$ cat config.mk
export PLATFORM = sky130hd
export DESIGN_NAME = fetch_unit
export DESIGN_NICKNAME = d
export VERILOG_FILES = /design/src/rtl/fetch_unit.sv
export SDC_FILE = /design/constraint.sdc
export NUM_CORES = 1
export LEC_CHECK = 0
export CAP_MARGIN = 20
export CORE_MARGIN = 2
export CORE_UTILIZATION = 51
export CTS_CLUSTER_DIAMETER = 200
export CTS_CLUSTER_SIZE = 40
export DETAILED_ROUTE_END_ITERATION = 10
export PLACE_DENSITY = 0.89
export SLEW_MARGIN = 5
export SYNTH_ARGS = -nofsm -noshare
export SYNTH_HDL_FRONTEND = slang
export SYNTH_SLANG_ARGS = --single-unit
$ cat constraint.sdc
create_clock -name clk -period 9.3 [get_ports clk]
set_input_delay 2.79 -clock clk [delete_from_list [all_inputs] [get_ports clk]]
set_output_delay 2.79 -clock clk [all_outputs]
set_load 0.02 [all_outputs]
$ cat src/rtl/fetch_unit.sv
// fetch_unit: RV32I instruction fetch stage.
// Holds the PC, fetches one instruction word at a time over a valid
// handshake, registers it for decode and computes the next PC
// (sequential, PC-relative branch/JAL, register-relative JALR).
// Build option: define FETCH_TRAP_EN to compile in misaligned-target
// detection and the sticky TRAP state; otherwise targets are word-aligned
// by clearing bits [1:0] and trap stays 0.
//
// Handshake: imem_req is high in FETCH and stays high with imem_addr stable
// until imem_valid is sampled high on a rising edge; that edge captures
// imem_rdata. imem_valid is ignored in every other state. Downstream
// consumes instr on any rising edge in ISSUE with stall low.
module fetch_unit #(
   parameter logic [31:0] RESET_PC = 32'h0000_0000
) (
   input  logic        clk,
   input  logic        rst,
   output logic [31:0] imem_addr,
   output logic        imem_req,
   input  logic [31:0] imem_rdata,
   input  logic        imem_valid,
   output logic [31:0] instr,
   output logic        instr_valid,
   output logic [31:0] pc_out,
   output logic [31:0] pc_plus4,
   input  logic        stall,
   input  logic [1:0]  pc_sel,
   input  logic [31:0] imm,
   input  logic [31:0] rs1_data,
   output logic        trap,
   output logic [31:0] fetch_count,
   output logic [1:0]  dbg_state
);

   typedef enum logic [1:0] {
      S_FETCH = 2'd0,
      S_ISSUE = 2'd1,
      S_TRAP  = 2'd2
   } state_t;

   localparam logic [31:0] NOP = 32'h0000_0013;

   state_t      r_state;
   state_t      w_state_next;
   logic [31:0] r_pc;
   logic [31:0] r_instr;
   logic        r_instr_valid;
   logic        r_trap;
   logic [31:0] r_count;

   logic        w_consume;
   logic [31:0] w_target;
   logic [31:0] w_new_pc;
   logic        w_misaligned;

   // Next-PC target selection; all additions wrap at 32 bits.
   always_comb begin
      w_target = r_pc + 32'd4;
      case (pc_sel)
         2'b01:   w_target = r_pc + imm;
         2'b10:   w_target = (rs1_data + imm) & 32'hFFFF_FFFE;
         default: w_target = r_pc + 32'd4;
      endcase
   end

   assign w_consume = (r_state == S_ISSUE) && !stall;

`ifdef FETCH_TRAP_EN
   assign w_misaligned = (w_target[1:0] != 2'b00);
   assign w_new_pc     = w_target;
`else
   assign w_misaligned = 1'b0;
   assign w_new_pc     = w_target & 32'hFFFF_FFFC;
`endif

   // FSM state register.
   always_ff @(posedge clk) begin
      if (rst) r_state <= S_FETCH;
      else     r_state <= w_state_next;
   end

   // FSM next-state logic.
   always_comb begin
      w_state_next = r_state;
      case (r_state)
         S_FETCH: if (imem_valid) w_state_next = S_ISSUE;
         S_ISSUE: begin
            if (w_consume) w_state_next = w_misaligned ? S_TRAP : S_FETCH;
         end
         S_TRAP:  w_state_next = S_TRAP;
         default: w_state_next = S_FETCH;
      endcase
   end

   // PC, instruction register, trap flag and consume counter.
   always_ff @(posedge clk) begin
      if (rst) begin
         r_pc          <= RESET_PC;
         r_instr       <= NOP;
         r_instr_valid <= 1'b0;
         r_trap        <= 1'b0;
         r_count       <= 32'd0;
      end else begin
         case (r_state)
            S_FETCH: begin
               if (imem_valid) begin
                  r_instr       <= imem_rdata;
                  r_instr_valid <= 1'b1;
               end
            end
            S_ISSUE: begin
               if (w_consume) begin
                  r_instr_valid <= 1'b0;
                  if (w_misaligned) begin
                     r_trap <= 1'b1;
                  end else begin
                     r_pc    <= w_new_pc;
                     r_count <= r_count + 32'd1;
                  end
               end
            end
            default: r_instr_valid <= 1'b0;
         endcase
      end
   end

   assign imem_req    = (r_state == S_FETCH) && !rst;
   assign imem_addr   = r_pc;
   assign pc_out      = r_pc;
   assign pc_plus4    = r_pc + 32'd4;
   assign instr       = r_instr;
   assign instr_valid = r_instr_valid;
   assign trap        = r_trap;
   assign fetch_count = r_count;
   assign dbg_state   = r_state;

endmodule

==> metrics.txt <==
status=complete, no violations; clock buffer count from CTS=9; Syn Inst Count=1073; # rows=45; die area=16800 um^2; CP Buf/Inv Count=2; syn_area_per_cell=7.48 um^2; setup TNS=0 ns; vias in the first global route=8043; Post-Synth Adder-Cell Area=10.1%; Critical Path AT=3.88 ns; Post-DP HPWL=19900 um; DIE WIDTH=129 um; GPL Wtd Cong=0.963; Max VDD drop=0.0000858 V; Port Buffers=259; Die H=129 um; power per cell area=114 nW/um^2; hold violation count in the final report=0; xor and xnor area share after synthesis=10.6%; Avg Vias per Cell=5.97; Total Wirelength=26800 um; minimum clock period=6.67 ns; # fillers=1260; initial antenna violation count=0; largest net degree at the start of global routing=66; FF/Latch Area=1920 um^2; area grow syn2layout=34.3%; Critical Path End Type=primary output; commonest non-fill, non-tap cell in the layout=clkdlybuf4s50_1; 1st-iter DRT viols=763; largest family of logic cells by synthesized area=compound AO/OA/AOI/OAI gates; Max Clock Freq=0.150 GHz; commonest cells after routing, fill and taps aside=258 x clkdlybuf4s50_1, 149 x nand2_1, 96 x dfxtp_1; Worst Tran Pin Value=1.04 ns; crit-path cells=buf_2 > nor3_1 > clkdlybuf4s50_1; Leak=4.27 nW; Mapped Area=8030 um^2; Synth cell types=70; register area share after synthesis=23.9%; post-synthesis simple-gate area fraction=22.9%; dpl cells=1463; CP Launch Type=input pin; mux cell area share after synthesis=0.655%; setup bufs post-CTS=0; number of enable flip-flop cells after synthesis=0; compound-cell area share of the yosys netlist=24.3%; CTS tree=built; RSZ-0062 raised after global routing=no; Max Cap Violations=0; Tcrit/Tclk final=71.7%; clk sinks=96; Top delay family on crit path=buffers and inverters; Final Cell Area=10800 um^2; hold buffer count at CTS=0; Layout Nets=1430; Total GRT Usage=30.1%; CTS max path bufs=2; via count=8840; Slew HR=30.2%; Synth async-reset ratio=0%; core area=15300 um^2; Placed Area=10400 um^2; Non-Filler Instances=1480; Layout Skew=0.00936 ns; DRT antenna net count=0; clock latency on the worst-skew pair=0.35 ns; Crit Path Class=in2out; Final setup viols=0; type of the most critical hold path=reg2reg; area of the multi-input gates=5530 um^2; maximum fanout along the worst path=26; # diodes=0; CP max-delay cell=clkdlybuf4s50_1; Starting Density=52.4%; share of layout cells above drive strength 1=3.07%; number of synthesis warnings=0; Main synth FF type=dfxtp_1; Max Slew Vio Count=0; clock transition at the registers of the reported paths=0.08 ns; total gr overflow=0; clk root buf=clkbuf_16; worst reg2reg setup slack=5.68 ns; Worst Path Required=6.51 ns; first-pass GRT wire length=40500 um; Avg WL per Cell=18.1 um; Pre-antenna DRT Iters=6; flop and latch count out of synthesis=96; DRC viols=0; Top-Level Pins=267; H-Tree Depth=3; cts repair resizes=0; Slowest Stage Delay on Critical Path=0.63 ns
==> routing by layer <==
| layer | routed length (um) | GRT usage (%) |
|---|---|---|
| met1 | 11000 | 38.6 |
| met2 | 12500 | 51.1 |
| met3 | 2360 | 4.34 |
| met4 | 941 | 11.9 |
| met5 | 0 | 0 |
==> synthesized netlist by cell type (3+ instances only) <==
cell / number / share of area [%]
dfxtp_1: 96 / 24
nor3_1: 21 / 1.3
nand2b_1: 8 / 0.62
and4_1: 5 / 0.55
a22oi_1: 5 / 0.47
o211ai_1: 8 / 0.75
o221ai_1: 5 / 0.55
clkbuf_1: 45 / 2.1
a221oi_1: 16 / 1.7
a21oi_1: 92 / 5.7
a211o_1: 6 / 0.65
nand2_1: 149 / 7.0
ha_1: 63 / 9.8
a21o_1: 25 / 2.3
a221o_1: 6 / 0.75
o22ai_1: 9 / 0.70
mux2i_1: 3 / 0.37
nand3_1: 37 / 2.3
a21boi_0: 3 / 0.28
a31oi_1: 17 / 1.3
inv_1: 26 / 1.2
a211oi_1: 13 / 1.2
a31o_2: 4 / 0.44
nor2b_1: 5 / 0.39
xnor2_1: 45 / 4.9
nand4_1: 23 / 1.8
nor3b_1: 5 / 0.47
o31ai_1: 6 / 0.56
buf_4: 38 / 3.6
and2_1: 11 / 0.86
o21a_1: 8 / 0.75
nor2_1: 94 / 4.4
o21bai_1: 6 / 0.56
or3_1: 10 / 0.78
xor2_1: 52 / 5.7
and3_1: 17 / 1.3
buf_1: 4 / 0.19
o21ai_0: 46 / 2.9
==> stage by stage <==
step / total power, mW / worst slack, ns / util, % / hold WS (ns)
2_1_floorplan: 0.700 / 2.91 / - / 0.534
3_3_place_gp: 0.842 / 2.64 / 68.2 / 0.441
3_5_place_dp: 0.847 / 2.63 / 68.2 / 0.446
4_1_cts: 1.22 / 2.63 / 70.2 / 0.457
5_1_grt: 1.28 / 2.51 / 70.4 / 0.479
6_report: 1.23 / 2.63 / 70.4 / 0.457
==> registers in the layout (all words and copies together) (netlist names) <==
name         count
imem_addr       30
instr_valid      1
fetch_count     32
dbg_state        1
instr           32
==> worst paths after layout <==
kind                                    from            end  cells past startpoint
worst max register to register  imem_addr[2]  imem_addr[28]                     11
worst min register to register     instr[19]      instr[19]                      2
worst min-delay path               instr[19]      instr[19]                      2
worst max-delay path                     rst       imem_req                      3
==> worst min-delay path, delay by kind of cell (launching register included) <==
kind	cells	cell delay [ns]
AO/OA/AOI/OAI	1	0.05
AND/OR/NAND/NOR	1	0.05
flip-flops	1	0.31
==> cell type report <==
cell class / instances / share of cell area [%]
clock buffers: 9 / 2.09
clock inverters: 7 / 0.755
inverters: 28 / 0.975
multi-input cells: 864 / 51.3
flip-flops and latches: 96 / 17.8
well taps: 211 / 2.45
repair buffers: 265 / 24.6
==> cell families after synthesis <==
family,count (synthesis)
compound gates,297
flops,96
xor+xnor,97
fa+ha+maj,64
simple gates,394
buf+inv,119
other cells,1
mux,5
==> report_power, final <==
part           internal (mW)  switching, mW  leakage, nW
sequential             0.425         0.0198        0.781
clock                  0.193          0.191        0.150
combinational          0.181          0.222         3.34
(Power assumes the default switching activity.)
